--- src/rtl/uart_receiver_if.sv ---
// uart_receiver_if: received-byte handshake and status bundle
//   out     : received byte (master -> slave)
//   valid   : out holds an unconsumed byte (master -> slave)
//   error   : sticky framing error (master -> slave)
//   overrun : a byte was overwritten while still pending (master -> slave)
//   ready   : consumer accepts the byte when high with valid (slave -> master)
interface uart_receiver_if;
   logic [7:0] out;
   logic       valid;
   logic       ready;
   logic       error;
   logic       overrun;
   modport master (output out, valid, error, overrun, input ready);
   modport slave  (input out, valid, error, overrun, output ready);
endinterface

--- src/rtl/uart_receiver.sv ---
// uart_receiver: 8N1 LSB-first serial receiver with valid/ready output, framing error and overrun
//   clk    : system clock, rising edge
//   reset  : async active-high reset
//   enable : receiver enable, low aborts any frame and parks the FSM in IDLE
//   in     : serial line, idle high
//   bus    : uart_receiver_if.master (out, valid, error, overrun, ready)
// Define UART_RX_SYNC_EN to pass in through a 2-flop synchronizer (adds 2 cycles of latency).
module uart_receiver #(
   parameter int CLOCK_RATE = 24000000,
   parameter int BAUD_RATE  = 115200
) (
   input  logic              clk,
   input  logic              reset,
   input  logic              enable,
   input  logic              in,
   uart_receiver_if.master   bus
);
   localparam int DIV  = CLOCK_RATE / BAUD_RATE;
   localparam int HALF = DIV / 2;
   localparam int CW   = $clog2(DIV + 1);
   typedef enum logic [2:0] {IDLE, START, DATA, STOP, BREAK} state_t;
   state_t        state;
   logic [CW-1:0] cnt;
   logic [2:0]    bit_cnt;
   logic [7:0]    shift;
   logic          rx;
   logic          half_done;
   logic          bit_done;
`ifdef UART_RX_SYNC_EN
   logic [1:0] sync;
   always_ff @(posedge clk or posedge reset)
      if (reset) sync <= 2'b11;
      else sync <= {sync[0], in};
   assign rx = sync[1];
`else
   assign rx = in;
`endif
   // START waits HALF+1 edges so the start bit is sampled near its centre;
   // DATA/STOP then step a full bit period from that point.
   assign half_done = cnt == CW'(HALF);
   assign bit_done  = cnt == CW'(DIV - 1);
   always_ff @(posedge clk or posedge reset) begin
      if (reset) begin
         state       <= IDLE;
         cnt         <= '0;
         bit_cnt     <= '0;
         shift       <= '0;
         bus.out     <= '0;
         bus.valid   <= 1'b0;
         bus.error   <= 1'b0;
         bus.overrun <= 1'b0;
      end else begin
         if (bus.valid && bus.ready) begin
            bus.valid   <= 1'b0;
            bus.overrun <= 1'b0;
         end
         if (!enable) begin
            state   <= IDLE;
            cnt     <= '0;
            bit_cnt <= '0;
         end else begin
            case (state)
               IDLE: if (!rx) begin
                  state <= START;
                  cnt   <= '0;
               end
               START: if (half_done) begin
                  cnt     <= '0;
                  bit_cnt <= '0;
                  state   <= rx ? IDLE : DATA;
                  if (!rx) bus.error <= 1'b0;
               end else cnt <= cnt + CW'(1);
               DATA: if (bit_done) begin
                  cnt     <= '0;
                  shift   <= {rx, shift[7:1]};
                  bit_cnt <= bit_cnt + 3'd1;
                  if (bit_cnt == 3'd7) state <= STOP;
               end else cnt <= cnt + CW'(1);
               // Leaving at mid-stop-bit lets IDLE catch a start edge right after it.
               STOP: if (bit_done) begin
                  cnt <= '0;
                  if (rx) begin
                     bus.out     <= shift;
                     bus.valid   <= 1'b1;
                     bus.overrun <= bus.valid && !bus.ready;
                     state       <= IDLE;
                  end else begin
                     bus.error <= 1'b1;
                     state     <= BREAK;
                  end
               end else cnt <= cnt + CW'(1);
               BREAK: if (rx) state <= IDLE;
               default: state <= IDLE;
            endcase
         end
      end
   end
endmodule

--- src/flat_wrapper.sv ---
// flat-port wrapper written by rule: the top's interface ports become plain ports
module uart_receiver_flat 
#(
   parameter int CLOCK_RATE = 24000000,
   parameter int BAUD_RATE  = 115200
)
  (clk, reset, enable, in, bus_out, bus_valid, bus_error, bus_overrun, bus_ready);
  uart_receiver_if bus_i ();
  input  logic clk;
  input  logic reset;
  input  logic enable;
  input  logic in;
  output wire logic [$bits(bus_i.out)-1:0] bus_out;
  output wire logic [$bits(bus_i.valid)-1:0] bus_valid;
  output wire logic [$bits(bus_i.error)-1:0] bus_error;
  output wire logic [$bits(bus_i.overrun)-1:0] bus_overrun;
  input wire logic [$bits(bus_i.ready)-1:0] bus_ready;
  assign bus_out = bus_i.out;
  assign bus_valid = bus_i.valid;
  assign bus_error = bus_i.error;
  assign bus_overrun = bus_i.overrun;
  assign bus_i.ready = bus_ready;
  uart_receiver #(.CLOCK_RATE(CLOCK_RATE), .BAUD_RATE(BAUD_RATE)) u_core (.clk(clk), .reset(reset), .enable(enable), .in(in), .bus(bus_i));
endmodule
--- config.mk ---
export PLATFORM = sky130hd
export DESIGN_NAME = uart_receiver_flat
export DESIGN_NICKNAME = d
export VERILOG_FILES = /design/src/rtl/uart_receiver_if.sv /design/src/rtl/uart_receiver.sv /design/src/flat_wrapper.sv
export SDC_FILE = /design/constraint.sdc
export NUM_CORES = 1
export LEC_CHECK = 0
export CELL_PAD_IN_SITES_DETAIL_PLACEMENT = 1
export CELL_PAD_IN_SITES_GLOBAL_PLACEMENT = 2
export CORE_MARGIN = 5
export CORE_UTILIZATION = 39
export CTS_BUF_LIST = sky130_fd_sc_hd__clkbuf_4
export CTS_CLUSTER_DIAMETER = 80
export CTS_CLUSTER_SIZE = 40
export DETAILED_ROUTE_END_ITERATION = 8
export GPL_ROUTABILITY_DRIVEN = 0
export HOLD_SLACK_MARGIN = 0.12
export PLACE_DENSITY_LB_ADDON = 0.1
export SYNTH_ARGS = -nofsm -noshare
export SYNTH_HDL_FRONTEND = slang
export SYNTH_SLANG_ARGS = --single-unit
--- constraint.sdc ---
create_clock -name clk -period 2.3 [get_ports clk]
set_input_delay 0.46 -clock clk [delete_from_list [all_inputs] [get_ports clk]]
set_output_delay 0.46 -clock clk [all_outputs]
set_load 0.005 [all_outputs]
==> reports/results.ini, run 1 <==
[run_status]
status = finished clean

[cells_and_area]
syn_to_final_growth_pct = 17.3
final_area_mm2 = 0.00196
multi_input_area_um2 = 793
nets = 182
drive_gt1_frac = 0.224
regArea_um2 = 826
antenna_cells = 0
filler_cell_count = 448

[timing]
hold_violations = 0
finClkSkew_ns = 0.0144
slew_headroom = 0.679
setup_violations = 0
worst_slew_pin_slew_ns = 0.469
rsz0062_at_grt = false
fin_tns_setup_ns = 0
finalCriticalPeriod_ns = 2.01
slew_viol_final = 0
layout_setup_ws_ns = 0.288
fin_crit_sh = 0.875
fmax_ghz = 0.497

[clocking]
htreeDepth = 2
cts_root_buffer = clkbuf_4
cts_made_buffers = 5
cts_setup_buffers = 0
ctsHoldBuffers = 0
cts-resized-gates = 0
clockBufferDepth = 2
clock_latency_ns = 0.35
cts_sinks = 33
clkTransAtPathRegs_ns = 0.12
cts_tree = yes

[synthesis]
netlist_area_mm2 = 0.00167
yosys.area.top_type_share = 0.493
synth_ff_type = dfrtp_1
yosys_warnings = 0
synth-edff-count = 0
syn_nets = 159
synthCells = 150
async_flop_share = 1.00
yosysMostFrequentCell = dfrtp_1
synthTopCellsByArea = dfrtp_1 49%, mux2_2 11%, ha_1 3.0%
ys_ff_latch = 33
avgSynthCellArea_um2 = 11.2
synthTopCellsByCount = 33 x dfrtp_1, 16 x mux2_2, 13 x nand2_1, 9 x o21ai_0
synth.distinct_cells = 42
synth-seq-area-share = 0.493
synth_top_area_cell = dfrtp_1

[placed_design]
hpwl_um = 2650
port_buffers = 15
dpl-instance-area_mm2 = 0.00190
dp_worst_setup_slack_ns = 0.115

[critical_path]
crit_slowest_cell = nor3b_4
crit_chain = ha_1 > and4b_1 > nand2_4 > nor3b_4 > mux2_2
startpoint_type = flop
path_class = flop to flop
crit_fanout = 8
worst_ep_arrival_time_ns = 2.25
endpoint_kind = flop
cp.required_ns = 2.54
max_stage_delay_ns = 0.44

[global_route]
grt-ovfl-total = 0
grt_max_degree = 34
grt_pass1_wl_um = 6620
track_usage = 0.154
antenna_found_initial = 0
first_global_vias = 1348

[route]
avgRoutedWirePerCell_um = 16.2
firstDrtPassIters = 4
vias = 1225
ant_nets = 0
drt_iter0_drc = 34
drc = 0
via_per_inst = 5.47
totalWireLength_um = 3620

[power_and_ir_drop]
power_mw = 1.15
irDropWorstVdd_v = 0.000325
internal_power_mw = 0.792
p_comb_frac = 0.152
powerDensity_mw_per_mm2 = 588
power.leakage_nw = 0.900
swShare = 0.313
pwr-share-seq = 0.549
clockPowerShare = 0.299
p_switching_mw = 0.361

[floorplan]
initial_utilization = 0.410
core-area_mm2 = 0.00409
num_rows = 23
die_y_um = 75.5
io_pins = 16
die_area_mm2 = 0.00570
dieWidth_um = 75.5

[run]
drv_cap = 0

[min_path]
hold_path_class = input port to asynchronous set/reset pin

[power groups by stage]
| stage | Clock, mW | Sequential (mW) | Combinational, mW |
|---|---|---|---|
| after global placement | 0 | 0.643 | 0.176 |
| after floorplan | 0 | 0.631 | 0.128 |
| after global routing | 0.385 | 0.639 | 0.200 |
| after detailed placement | 0 | 0.645 | 0.177 |
| after CTS | 0.361 | 0.633 | 0.179 |
| final | 0.345 | 0.633 | 0.175 |
[kinds of logic (layout without fill, tap and decap cells)]
kind of cell | count (synthesis) | in the layout | share of synthesized area
AO/OA/AOI/OAI | 33 | 33 | 0.132
XOR/XNOR | 1 | 1 | 0.00523
adder cells (fa/ha/maj) | 4 | 4 | 0.0299
buffers and inverters | 12 | 36 | 0.0329
flip-flops | 33 | 33 | 0.493
multiplexers | 19 | 19 | 0.126
AND/OR/NAND/NOR | 48 | 48 | 0.181
[area by class of cell]
class                           instances  share of cell area
Sequential cell                        33               0.421
Multi-Input combinational cell        105               0.404
Timing Repair Buffer                   21              0.0994
Tap cell                               50              0.0319
Clock buffer                            5              0.0191
Inverter                                7              0.0134
Clock inverter                          3              0.0115
[through the flow]
step	hold WS [ns]	std cells	utilization
2_1_floorplan	0.477	150	-
3_3_place_gp	0.472	216	0.466
3_5_place_dp	0.485	216	0.466
4_1_cts	0.496	224	0.480
5_1_grt	0.521	224	0.480
6_report	0.491	224	0.480
[placed cells by master, fill, tap and decap left out, types with 2 or more instances in the layout]
master,Yosys,layout
and3_1,2,2
o22ai_1,3,3
a211o_2,2,2
nor2b_1,3,3
o21a_1,2,2
o21ai_0,9,9
nor3b_1,2,2
nand3_1,4,4
nand3b_1,2,2
mux2i_1,3,3
nor2_1,6,6
clkinvlp_4,0,3
nor3_1,2,2
nand2_1,13,13
and4b_1,2,2
clkbuf_4,0,5
inv_1,7,7
mux2_2,16,16
a21oi_1,7,7
a211oi_2,2,2
buf_4,0,6
nand2b_1,2,2
clkdlybuf4s50_1,0,15
a2111oi_0,2,2
dfrtp_1,33,33
ha_1,4,4
[state kept, by name, summed over array words and instances (netlist names)]
name                flops
u_core.bit_cnt          3
u_core.bus.error        1
u_core.bus.out          8
u_core.bus.overrun      1
u_core.bus.valid        1
u_core.cnt              8
u_core.shift            8
u_core.state            3
[worst paths after layout]
check / from / to / depth (start not counted) / slack, ns
worst max-delay path: u_core.cnt[0]$_DFFE_PP0P_ / u_core.shift[0]$_DFFE_PP0P_ / 5 / 0.29
worst min-delay path: reset / u_core.bit_cnt[0]$_DFFE_PP0P_ / 3 / 0.49
worst max register to register: u_core.cnt[0]$_DFFE_PP0P_ / u_core.shift[0]$_DFFE_PP0P_ / 5 / 0.29
worst min register to register: u_core.bus.error$_DFFE_PP0P_ / u_core.bus.error$_DFFE_PP0P_ / 1 / 0.51
max in group asynchronous: reset / u_core.cnt[0]$_DFFE_PP0P_ / 3 / 1.49
min in group clk: u_core.bus.error$_DFFE_PP0P_ / u_core.bus.error$_DFFE_PP0P_ / 1 / 0.51
[critical path, delay by kind of cell (launching register included)]
kind,cells,cell delay [ns]
simple gates,3,0.94
flops,1,0.39
mux,1,0.39
fa+ha+maj,1,0.19
[metal layers]
layer  vias to the layer above  share of wire  routed length (um)  track usage
li1                        591              -                   -            -
met1                       612           0.45                1620        0.201
met2                        15           0.49                1790        0.241
met3                         7          0.037                 134       0.0449
met4                         0          0.019                  68       0.0602
met5                         -              0                   0            0
Power figures use the tool's default switching activity.
==> run 2: changes to the inputs <==
--- a/config.mk
+++ b/config.mk
@@ -7,6 +7,7 @@
 export LEC_CHECK = 0
 export CELL_PAD_IN_SITES_DETAIL_PLACEMENT = 1
 export CELL_PAD_IN_SITES_GLOBAL_PLACEMENT = 2
+export CORE_ASPECT_RATIO = 0.7
 export CORE_MARGIN = 5
 export CORE_UTILIZATION = 39
 export CTS_BUF_LIST = sky130_fd_sc_hd__clkbuf_4
@@ -16,6 +17,8 @@
 export GPL_ROUTABILITY_DRIVEN = 0
 export HOLD_SLACK_MARGIN = 0.12
 export PLACE_DENSITY_LB_ADDON = 0.1
+export SLEW_MARGIN = 25
 export SYNTH_ARGS = -nofsm -noshare
 export SYNTH_HDL_FRONTEND = slang
 export SYNTH_SLANG_ARGS = --single-unit
+export TNS_END_PERCENT = 30
==> run 2 against run 1 <==
  * First-iteration DRC count down 24%
  * Power down 0.56%
  * Largest cell class unchanged
  * Largest power group unchanged
  * Critical endpoint is now u_core.shift[3]$_DFFE_PP0P_
  * Clock-buffer cell count is 1 higher
==> reports/results.ini, run 2 (synthesis results as in run 1) <==
[run_status]
status = finished clean

[route]
vias = 1250
avgRoutedWirePerCell_um = 16.8
via_per_inst = 5.51
ant_nets = 0
firstDrtPassIters = 4
drc = 0
totalWireLength_um = 3810
drt_iter0_drc = 26

[critical_path]
crit_fanout = 8
path_buf_inv = 0
path_class = flop to flop
endpoint_kind = flop
rr_startpoint = u_core.cnt[1]$_DFFE_PP0P_
cp.required_ns = 2.52
reg2reg_to = u_core.shift[3]$_DFFE_PP0P_
startpoint_type = flop
reg2reg_depth = 5
worst_ep_arrival_time_ns = 2.24
crit_slowest_cell = nor3b_4
max_stage_delay_ns = 0.41
crit_chain = ha_1 > and4b_1 > nand2_4 > nor3b_4 > mux2_2
cp_top_family = simple AND/OR/NAND/NOR gates
r2r_slack_ns = 0.28

[clocking]
cts-resized-gates = 0
clock_latency_ns = 0.34
ctsHoldBuffers = 0
clkTransAtPathRegs_ns = 0.11
cts_root_buffer = clkbuf_4
cts_made_buffers = 5
htreeDepth = 2
cts_setup_buffers = 0
cts_tree = yes
cts_sinks = 33
clockBufferDepth = 2

[cells_and_area]
reg_top3 = u_core.bus.out x8, u_core.cnt x8, u_core.shift x8
layout_common_cells = 33 x dfrtp_1, 16 x mux2_2, 15 x clkdlybuf4s50_1
nets = 183
final_common_cell = dfrtp_1
antenna_cells = 0
syn_to_final_growth_pct = 17.6
final_cells = 227
drive_gt1_frac = 0.229

[power_and_ir_drop]
power_mw = 1.15
p_comb_frac = 0.160
power.leakage_nw = 0.918
powerDensity_mw_per_mm2 = 583
internal_power_mw = 0.806
irDropWorstVdd_v = 0.000255
pwr-share-seq = 0.554
swShare = 0.297
clockPowerShare = 0.286
p_switching_mw = 0.341

[timing]
slew_viol_final = 0
worst_slew_pin_slew_ns = 0.450
fin_crit_sh = 0.876
hold_violations = 0
layout_setup_ws_ns = 0.285
fmax_ghz = 0.496
slew_headroom = 0.692
finClkSkew_ns = 0.00934
fin_tns_setup_ns = 0
setup_violations = 0
finalCriticalPeriod_ns = 2.02
whs_ns = 0.504
rsz0062_at_grt = false

[floorplan]
dieWidth_um = 88.3
die_y_um = 64.8
die_area_mm2 = 0.00572
initial_utilization = 0.414
io_pins = 16
num_rows = 19
core-area_mm2 = 0.00404

[global_route]
grt_pass1_wl_um = 6710
first_global_vias = 1330
grt_max_degree = 34
track_usage = 0.154
grt-ovfl-total = 0
antenna_found_initial = 0

[placed_design]
dp.cells = 219
dp_worst_setup_slack_ns = 0.159
port_buffers = 15
hpwl_um = 2820

[min_path]
hold_path_class = input port to asynchronous set/reset pin

[run]
drv_cap = 0

==> run 2: changes by cell type in the layout (fill, tap and decap cells not counted), sizes merged <==
cell      delta
clkinvlp     -3
clkinv       +2
buf          +1
clkbuf       +1
==> run 2: stage by stage <==
stage,utilization,cell area (um^2)
floorplan,-,1670
global placement,0.473,1910
detailed placement,0.473,1910
CTS,0.487,1970
global route,0.487,1970
finish,0.487,1970
==> run 2: worst register-to-register path, stage by stage (launching register included) <==
cell     delay, ns
dfrtp_1       0.40
ha_1          0.21
and4b_1       0.38
nand2_4       0.11
nor3b_4       0.41
mux2_2        0.39
==> run 2: final cells by class <==
cell class / instances / area (um^2)
clock buffer: 6 / 45.0
clock inverter: 2 / 10.0
fill: 448 / 2070
inverter: 7 / 26.3
multi-input combinational: 105 / 793
sequential: 33 / 826
tap: 52 / 65.1
timing repair buffer: 22 / 203
==> run 2: power by group through the flow <==
| stage | registers, mW | clock network (mW) | logic [mW] |
|---|---|---|---|
| final | 0.635 | 0.328 | 0.184 |
| after CTS | 0.635 | 0.342 | 0.186 |
| after global routing | 0.639 | 0.374 | 0.208 |
| after detailed placement | 0.647 | 0 | 0.184 |
| after global placement | 0.643 | 0 | 0.181 |
| after floorplan | 0.631 | 0 | 0.128 |
==> run 2: worst max-delay path by stage <==
stage / start / slack, ns / end / cells past startpoint
finish: u_core.cnt[1]$_DFFE_PP0P_ / 0.28 / u_core.shift[3]$_DFFE_PP0P_ / 5
global route: u_core.cnt[1]$_DFFE_PP0P_ / 0.16 / u_core.shift[3]$_DFFE_PP0P_ / 5
CTS: u_core.cnt[1]$_DFFE_PP0P_ / 0.27 / u_core.shift[3]$_DFFE_PP0P_ / 5
detailed placement: enable / 0.16 / u_core.shift[7]$_DFFE_PP0P_ / 4
global placement: enable / 0.20 / u_core.shift[0]$_DFFE_PP0P_ / 4
floorplan: u_core.cnt[0]$_DFFE_PP0P_ / 0.58 / u_core.shift[7]$_DFFE_PP0P_ / 6
==> run 2: metal layers <==
metal,track usage,vias up,part of all wire,routed length [um]
met5,0,-,0,0
li1,-,596,-,-
met3,0.0392,5,0.050,189
met1,0.206,625,0.49,1870
met4,0.0623,0,0.015,58
met2,0.238,24,0.44,1690
